==> src/rtl/adder_i4_o3_wce2_pkg.sv <==
// Shared widths, defaults and request/response types for the approximate 2-bit adder.
package adder_i4_o3_wce2_pkg;

    localparam int OPND_W        = 2;   // operand width
    localparam int SUM_W         = 3;   // exact/approximate sum width
    localparam int ERR_W         = 2;   // error magnitude width
    localparam int WCE_BOUND_DEF = 2;   // default error-flag threshold
    localparam int STAGES        = 1;   // input-to-output latency in cycles

    typedef struct packed {
        logic [OPND_W-1:0] a;
        logic [OPND_W-1:0] b;
    } add_req_t;

    typedef struct packed {
        logic [SUM_W-1:0] approx;
        logic [SUM_W-1:0] exact;
        logic [ERR_W-1:0] err;
    } add_rsp_t;

endpackage

==> src/rtl/adder_i4_o3_wce2_core.sv <==
// Combinational core: approximate sum (LSB carry dropped), exact sum and |exact - approx|.
module adder_i4_o3_wce2_core
    import adder_i4_o3_wce2_pkg::*;
(
    input  add_req_t req,
    output add_rsp_t rsp
);

    // Bit-level approximate sum, exact reference and their absolute difference.
    always_comb begin
        rsp        = '0;
        rsp.approx = {req.a[1] & req.b[1],
                      req.a[1] ^ req.b[1],
                      req.a[0] | req.b[0]};
        rsp.exact  = SUM_W'(req.a) + SUM_W'(req.b);
        // True difference never exceeds 1, so low-bit subtraction is exact.
        if (rsp.exact >= rsp.approx)
            rsp.err = rsp.exact[ERR_W-1:0] - rsp.approx[ERR_W-1:0];
        else
            rsp.err = rsp.approx[ERR_W-1:0] - rsp.exact[ERR_W-1:0];
    end

endmodule

==> src/rtl/adder_i4_o3_wce2.sv <==
// Top: operand packing, result registers and the valid pipeline around the combinational core.
module adder_i4_o3_wce2
    import adder_i4_o3_wce2_pkg::*;
#(
    parameter int WCE_BOUND = WCE_BOUND_DEF
) (
    input  logic             clk,
    input  logic             rst,
    input  logic             pi0,
    input  logic             pi1,
    input  logic             pi2,
    input  logic             pi3,
    input  logic             in_valid,
    output logic             po0,
    output logic             po1,
    output logic             po2,
    output logic             out_valid,
    output logic [SUM_W-1:0] exact_sum,
    output logic [ERR_W-1:0] err_mag,
    output logic             wce_viol
);

    add_req_t          req;
    add_rsp_t          rsp;
    add_rsp_t          rsp_q;
    logic              viol_d;
    logic              viol_q;
    logic [STAGES-1:0] vld_q;
    logic [STAGES:0]   vld_pipe;

    assign req.a = {pi1, pi0};
    assign req.b = {pi3, pi2};

    adder_i4_o3_wce2_core u_core (
        .req (req),
        .rsp (rsp)
    );

    // Threshold compare on the unregistered error so the flag lines up with err_mag.
    always_comb begin
        viol_d = (int'(rsp.err) > WCE_BOUND);
    end

    // Valid pipeline: tap 0 is the live input, upper taps are registered stages.
    always_comb begin
        vld_pipe = {vld_q, in_valid};
    end

    // Shift valid; reset clears every stage.
    always_ff @(posedge clk) begin
        if (rst) vld_q <= '0;
        else     vld_q <= vld_pipe[STAGES-1:0];
    end

    // Result registers load on valid input and hold otherwise; reset wins over in_valid.
    always_ff @(posedge clk) begin
        if (rst) begin
            rsp_q  <= '0;
            viol_q <= 1'b0;
        end else if (in_valid) begin
            rsp_q  <= rsp;
            viol_q <= viol_d;
        end
    end

    assign {po2, po1, po0} = rsp_q.approx;
    assign exact_sum       = rsp_q.exact;
    assign err_mag         = rsp_q.err;
    assign wce_viol        = viol_q;
    assign out_valid       = vld_pipe[STAGES];

endmodule

==> config.mk <==
export PLATFORM = sky130hd
export DESIGN_NAME = adder_i4_o3_wce2
export DESIGN_NICKNAME = d
export VERILOG_FILES = /design/src/rtl/adder_i4_o3_wce2_pkg.sv /design/src/rtl/adder_i4_o3_wce2_core.sv /design/src/rtl/adder_i4_o3_wce2.sv
export SDC_FILE = /design/constraint.sdc
export NUM_CORES = 1
export LEC_CHECK = 0
export ABC_AREA = 1
export ABC_CLOCK_PERIOD_IN_PS = 1450
export CAP_MARGIN = 20
export CORE_MARGIN = 2
export CORE_UTILIZATION = 35
export CTS_BUF_LIST = sky130_fd_sc_hd__clkbuf_8 sky130_fd_sc_hd__clkbuf_16
export CTS_CLUSTER_SIZE = 16
export DETAILED_ROUTE_END_ITERATION = 10
export PLACE_DENSITY = 0.69
export SYNTH_ARGS = -nofsm -noshare
export SYNTH_HDL_FRONTEND = slang
export SYNTH_HIERARCHICAL = 1
export SYNTH_SLANG_ARGS = --single-unit
==> constraint.sdc <==
create_clock -name clk -period 1.45 [get_ports clk]
set_clock_uncertainty 0.1 [all_clocks]
set_input_delay 0.145 -clock clk [delete_from_list [all_inputs] [get_ports clk]]
set_output_delay 0.145 -clock clk [all_outputs]
set_load 0.03 [all_outputs]
After elaboration in Yosys (flattened, before gate mapping)
Cells that the tools add are included.
{ "totals": {"ff_bits": 10, "inputBits": 7, "word_cells": 14} }
{ "op_classes": {"n_lt_le_gt_ge": 2, "addsub": 3, "mux": 1, "n_bitwise": 3} }
{ "ops": {"columns": ["cell", "count"], "rows": [
  ["subtractor 2 bit", 2],
  ["adder 2 x 2 -> 3 bit", 1],
  [">= comparator 3 bit", 1],
  ["greater-than comparator 2 bit, second input constant", 1],
  ["two-way mux 2 bit", 1],
  ["AND 1 bit", 1],
  ["bitwise OR 1 bit", 1],
  ["XOR 1 bit", 1]
]} }

Depth between registers and ports, before layout
{ "depth": {"word_depth": 4, "mapped_depth": 6, "ltp_nobuf": 6} }

Hierarchy
Netlist, hierarchy kept.
{ "modules_own_cells": {"columns": ["mod", "n_inst", "area_each_um2", "cells_each", "seq_area_each_um2"], "rows": [
  ["adder_i4_o3_wce2", 1, 351.6, 41, 200.2],
  ["adder_i4_o3_wce2_core", 1, 111.4, 15, 0.0]
]} }

Worst setup path after synthesis
OpenSTA, ideal clock, no wires.
{ "synth_timing": {"path_type": "input port to flip-flop", "startpoint": "input port pi2", "endpoint": "register rsp_q (netlist bit exact_sum[1])", "setup_slack_ns": 0.306, "path_stages": 6, "required_ns": 1.234, "setup_time_ns": 0.116, "n_path_buf": 0, "t_arrival_ns": 0.928, "path_cell_list": "ha_1 -> inv_1 -> fa_1 -> inv_1 -> nor2_1 -> nor2_1"} }
{ "synth_lines": {"columns": ["element", "line", "text"], "rows": [
  ["from (decl)", "adder_i4_o3_wce2.sv:11", "input logic pi2,"],
  ["to (signal assigned)", "adder_i4_o3_wce2.sv:61", "rsp_q <= rsp;"],
  ["to (decl)", "adder_i4_o3_wce2.sv:25", "add_rsp_t rsp_q;"]
]} }

==> results.md <==
## Critical path
• 0.74 ns — worst reg-to-reg setup slack
• err_mag[1] — r2r endpoint
• primary input to flip-flop — Crit Path Class
• 2 — top fanout value on the critical path
• 1.48 ns — required time at the worst-slack endpoint
• 2 — Worst R2R Path Depth
• 1.39 ns — arrival time reported for the critical path endpoint
• pi3 — Setup crit start
• flip-flop — endpoint kind of the worst setup timing path
• primary input — Critical Path Start Type
• err_mag[1] — beginning of the worst register-to-register path

## Routing
• 4.20 — Via-to-Cell Ratio
• 2 — iteration count of the initial detailed-routing pass
• 0 — Routed Antenna Nets
• 0 — DRC violations left
• 859 µm — aggregate routed wire length
• 9.14 µm — post-detailed-route wirelength per cell
• 395 — count of vias placed by the detailed router
• 3 — Iter 0 DRT Violations

## Job
• 0 — max cap viols

## STA
• 93.6% — portion of the clock cycle consumed by the worst path in the final layout
• 0 — number of hold violations in the final report
• 0.736 GHz — Max Clock Freq
• 1.36 ns — min Tclk post-route
• false — unrepaired setup endpoints after global routing
• 0 — max-slew violations
• 0 ns — final sum of negative setup slack
• 0 — number of failing setup endpoints in the final timing report

## Die
• 40.4 µm — overall die height
• 1630 µm² — die area
• 40.4 µm — floorplan die width
• 13 — number of rows created at floorplan
• 17 — Ports
• 36.5% — initial core utilization
• 1270 µm² — Core Region

## Layout
• 94 — post-route non-filler standard cell count
• 130 — final-layout fill cell count
• 92 — layout net count
• 53.8% — Area Overhead vs Synth
• 0 — Ant. Diodes
• 16.5% — fraction of final layout cells with drive strength greater than 1

## GRT
• 1.42 mm — global-route wire length before repair
• 0 — antenna violations before repair
• 11 — largest net degree at the start of global routing
• 14.3% — GR Util All Layers
• 0 — aggregate global routing overflow
• 353 — vias in the first global route

## CTS
• 1 — H-tree levels
• 10 — CTS sink cnt
• yes — clock tree from TritonCTS
• 0.05 ns — CTS clk-pin slew, worst paths
• 0 — hold-fix buffers at CTS
• 3 — number of buffers added by the clock tree synthesis step
• sky130_fd_sc_hd__clkbuf_8 — root cell of the clock tree
• 0 — number of buffers inserted by post-CTS setup repair
• 0.24 ns — clock latency reported for the late side of the worst-skew pair
• 9 — number of cells upsized or downsized after cts
• 2 — number of buffers on the longest clock path

## Outcome
• finished clean — run status

## Power
• 38.2% — share of power burned in registers
• 44.2% — clock share of power
• 0.395 nW — static leakage
• 24.9% — switching power as a share of total power
• 785 µW — sum of internal, switching and leakage power
• 17.6% — combinational power share
• 589 µW — Internal Pwr Total
• 1100 nW/µm² — power density relative to cell area
• 196 µW — Net Sw Power
• 522 µV — VDD IR-drop max

## Synthesis
• 10 — flip-flop and latch count after synthesis
• 14 — number of distinct library cells after synthesis
• 6 — yosys warns
• 463 µm² — area of the mapped netlist
• 56 — synthesized instance count
• 68 — net count after synthesis
• 8.27 µm² — mean instance size in the synthesized netlist
• 43.2% — sequential share of the synthesized area

## Hold path
• err_mag[0] — terminating pin of the worst hold path
• err_mag[0] — startpoint of the worst hold path
• flip-flop to flip-flop — Hold Crit Class
• 2 — cell count of the worst hold path

## Placed design
• 0.741 — Placer Congestion
• 90 — # placed instances
• 645 µm — half-perimeter wire length after detailed placement
• 16 — # port buffers

## logic make-up after synthesis
group	Yosys count	synth area share [%]
AO/OA/AOI/OAI	9	11.4
adder cells (fa/ha/maj)	5	15.1
AND/OR/NAND/NOR	19	16.2
flip-flops	10	43.2
buffers and inverters	12	13.2
other	1	0.810
## how the worst max path moves through the flow
stage	endpoint	slack, ns	cells past startpoint
4_1_cts	out_valid	0.003	1
2_1_floorplan	exact_sum[1]	0.31	6
3_5_place_dp	exact_sum[1]	-0.23	7
3_3_place_gp	exact_sum[1]	-0.23	7
5_1_grt	exact_sum[1]	0.06	6
6_report	exact_sum[1]	0.09	6
## metal layers
layer / global-route usage, % / vias to the layer above / share of wire, %
met3: 6.67 / 0 / 8.4
met2: 25.0 / 13 / 51
met5: 0 / - / 0
met4: 10.0 / 0 / 0
met1: 12.7 / 169 / 41
li1: - / 213 / -
## cells in the mapped netlist (all sizes together)
cell type,number,area share [%]
a21oi,2,3.8
buf,2,4.1
clkinv,1,1.9
conb,1,0.81
dfxtp,10,43
fa,1,4.3
ha,4,11
inv,9,7.3
nand2,3,3.0
nand3,1,1.1
nor2,15,12
o21ai,7,7.6
## per-stage QoR
stage	utilization [%]	instance area [µm²]	hold WS [ns]	setup WS, ns
after floorplan	-	463	0.107	0.306
after global placement	52.1	661	0.359	-0.226
after detailed placement	52.1	661	0.360	-0.234
after CTS	55.5	704	0.365	0.00283
after global routing	56.1	712	0.393	0.0578
final	56.1	712	0.368	0.0922
## cell usage in the layout (no fill, tap or decap), drive strengths merged
cell type	instances
nor2	15
dfxtp	10
inv	9
dlygate4sd2	9
o21ai	7
buf	5
clkbuf	4
clkdlybuf4s50	4
ha	4
dlymetal6s2s	3
nand2	3
a21oi	2
clkinv	1
nand3	1
fa	1
conb	1
## cell type report
cell class	instances	area, µm²	share of cell area [%]
clock buffer	4	55.1	7.73
inverter	10	42.5	5.98
multi-input combinational	34	201	28.3
sequential	10	200	28.1
tap	15	18.8	2.64
timing repair buffer	21	194	27.2
## worst max-delay path, cell delays in order
cell	delay [ns]
sky130_fd_sc_hd__clkdlybuf4s50_1	0.47
sky130_fd_sc_hd__inv_1	0.06
sky130_fd_sc_hd__fa_1	0.53
sky130_fd_sc_hd__inv_1	0.04
sky130_fd_sc_hd__nor2_1	0.09
sky130_fd_sc_hd__nor2_1	0.05
## sequential cells by signal, indices dropped and copies added, names as in the netlist
| register | count |
|---|---|
| po0 | 1 |
| po1 | 1 |
| err_mag | 2 |
| exact_sum | 3 |
| out_valid | 1 |
| wce_viol | 1 |
| po2 | 1 |
## power by group through the flow
| stage | logic [mW] | clock network (mW) | registers [mW] |
|---|---|---|---|
| after floorplan | 0.0473 | 0 | 0.342 |
| after detailed placement | 0.151 | 0 | 0.306 |
| after global routing | 0.152 | 0.374 | 0.301 |
| final | 0.138 | 0.347 | 0.300 |
| after CTS | 0.141 | 0.357 | 0.300 |
| after global placement | 0.150 | 0 | 0.306 |
(Power assumes the default switching activity.)
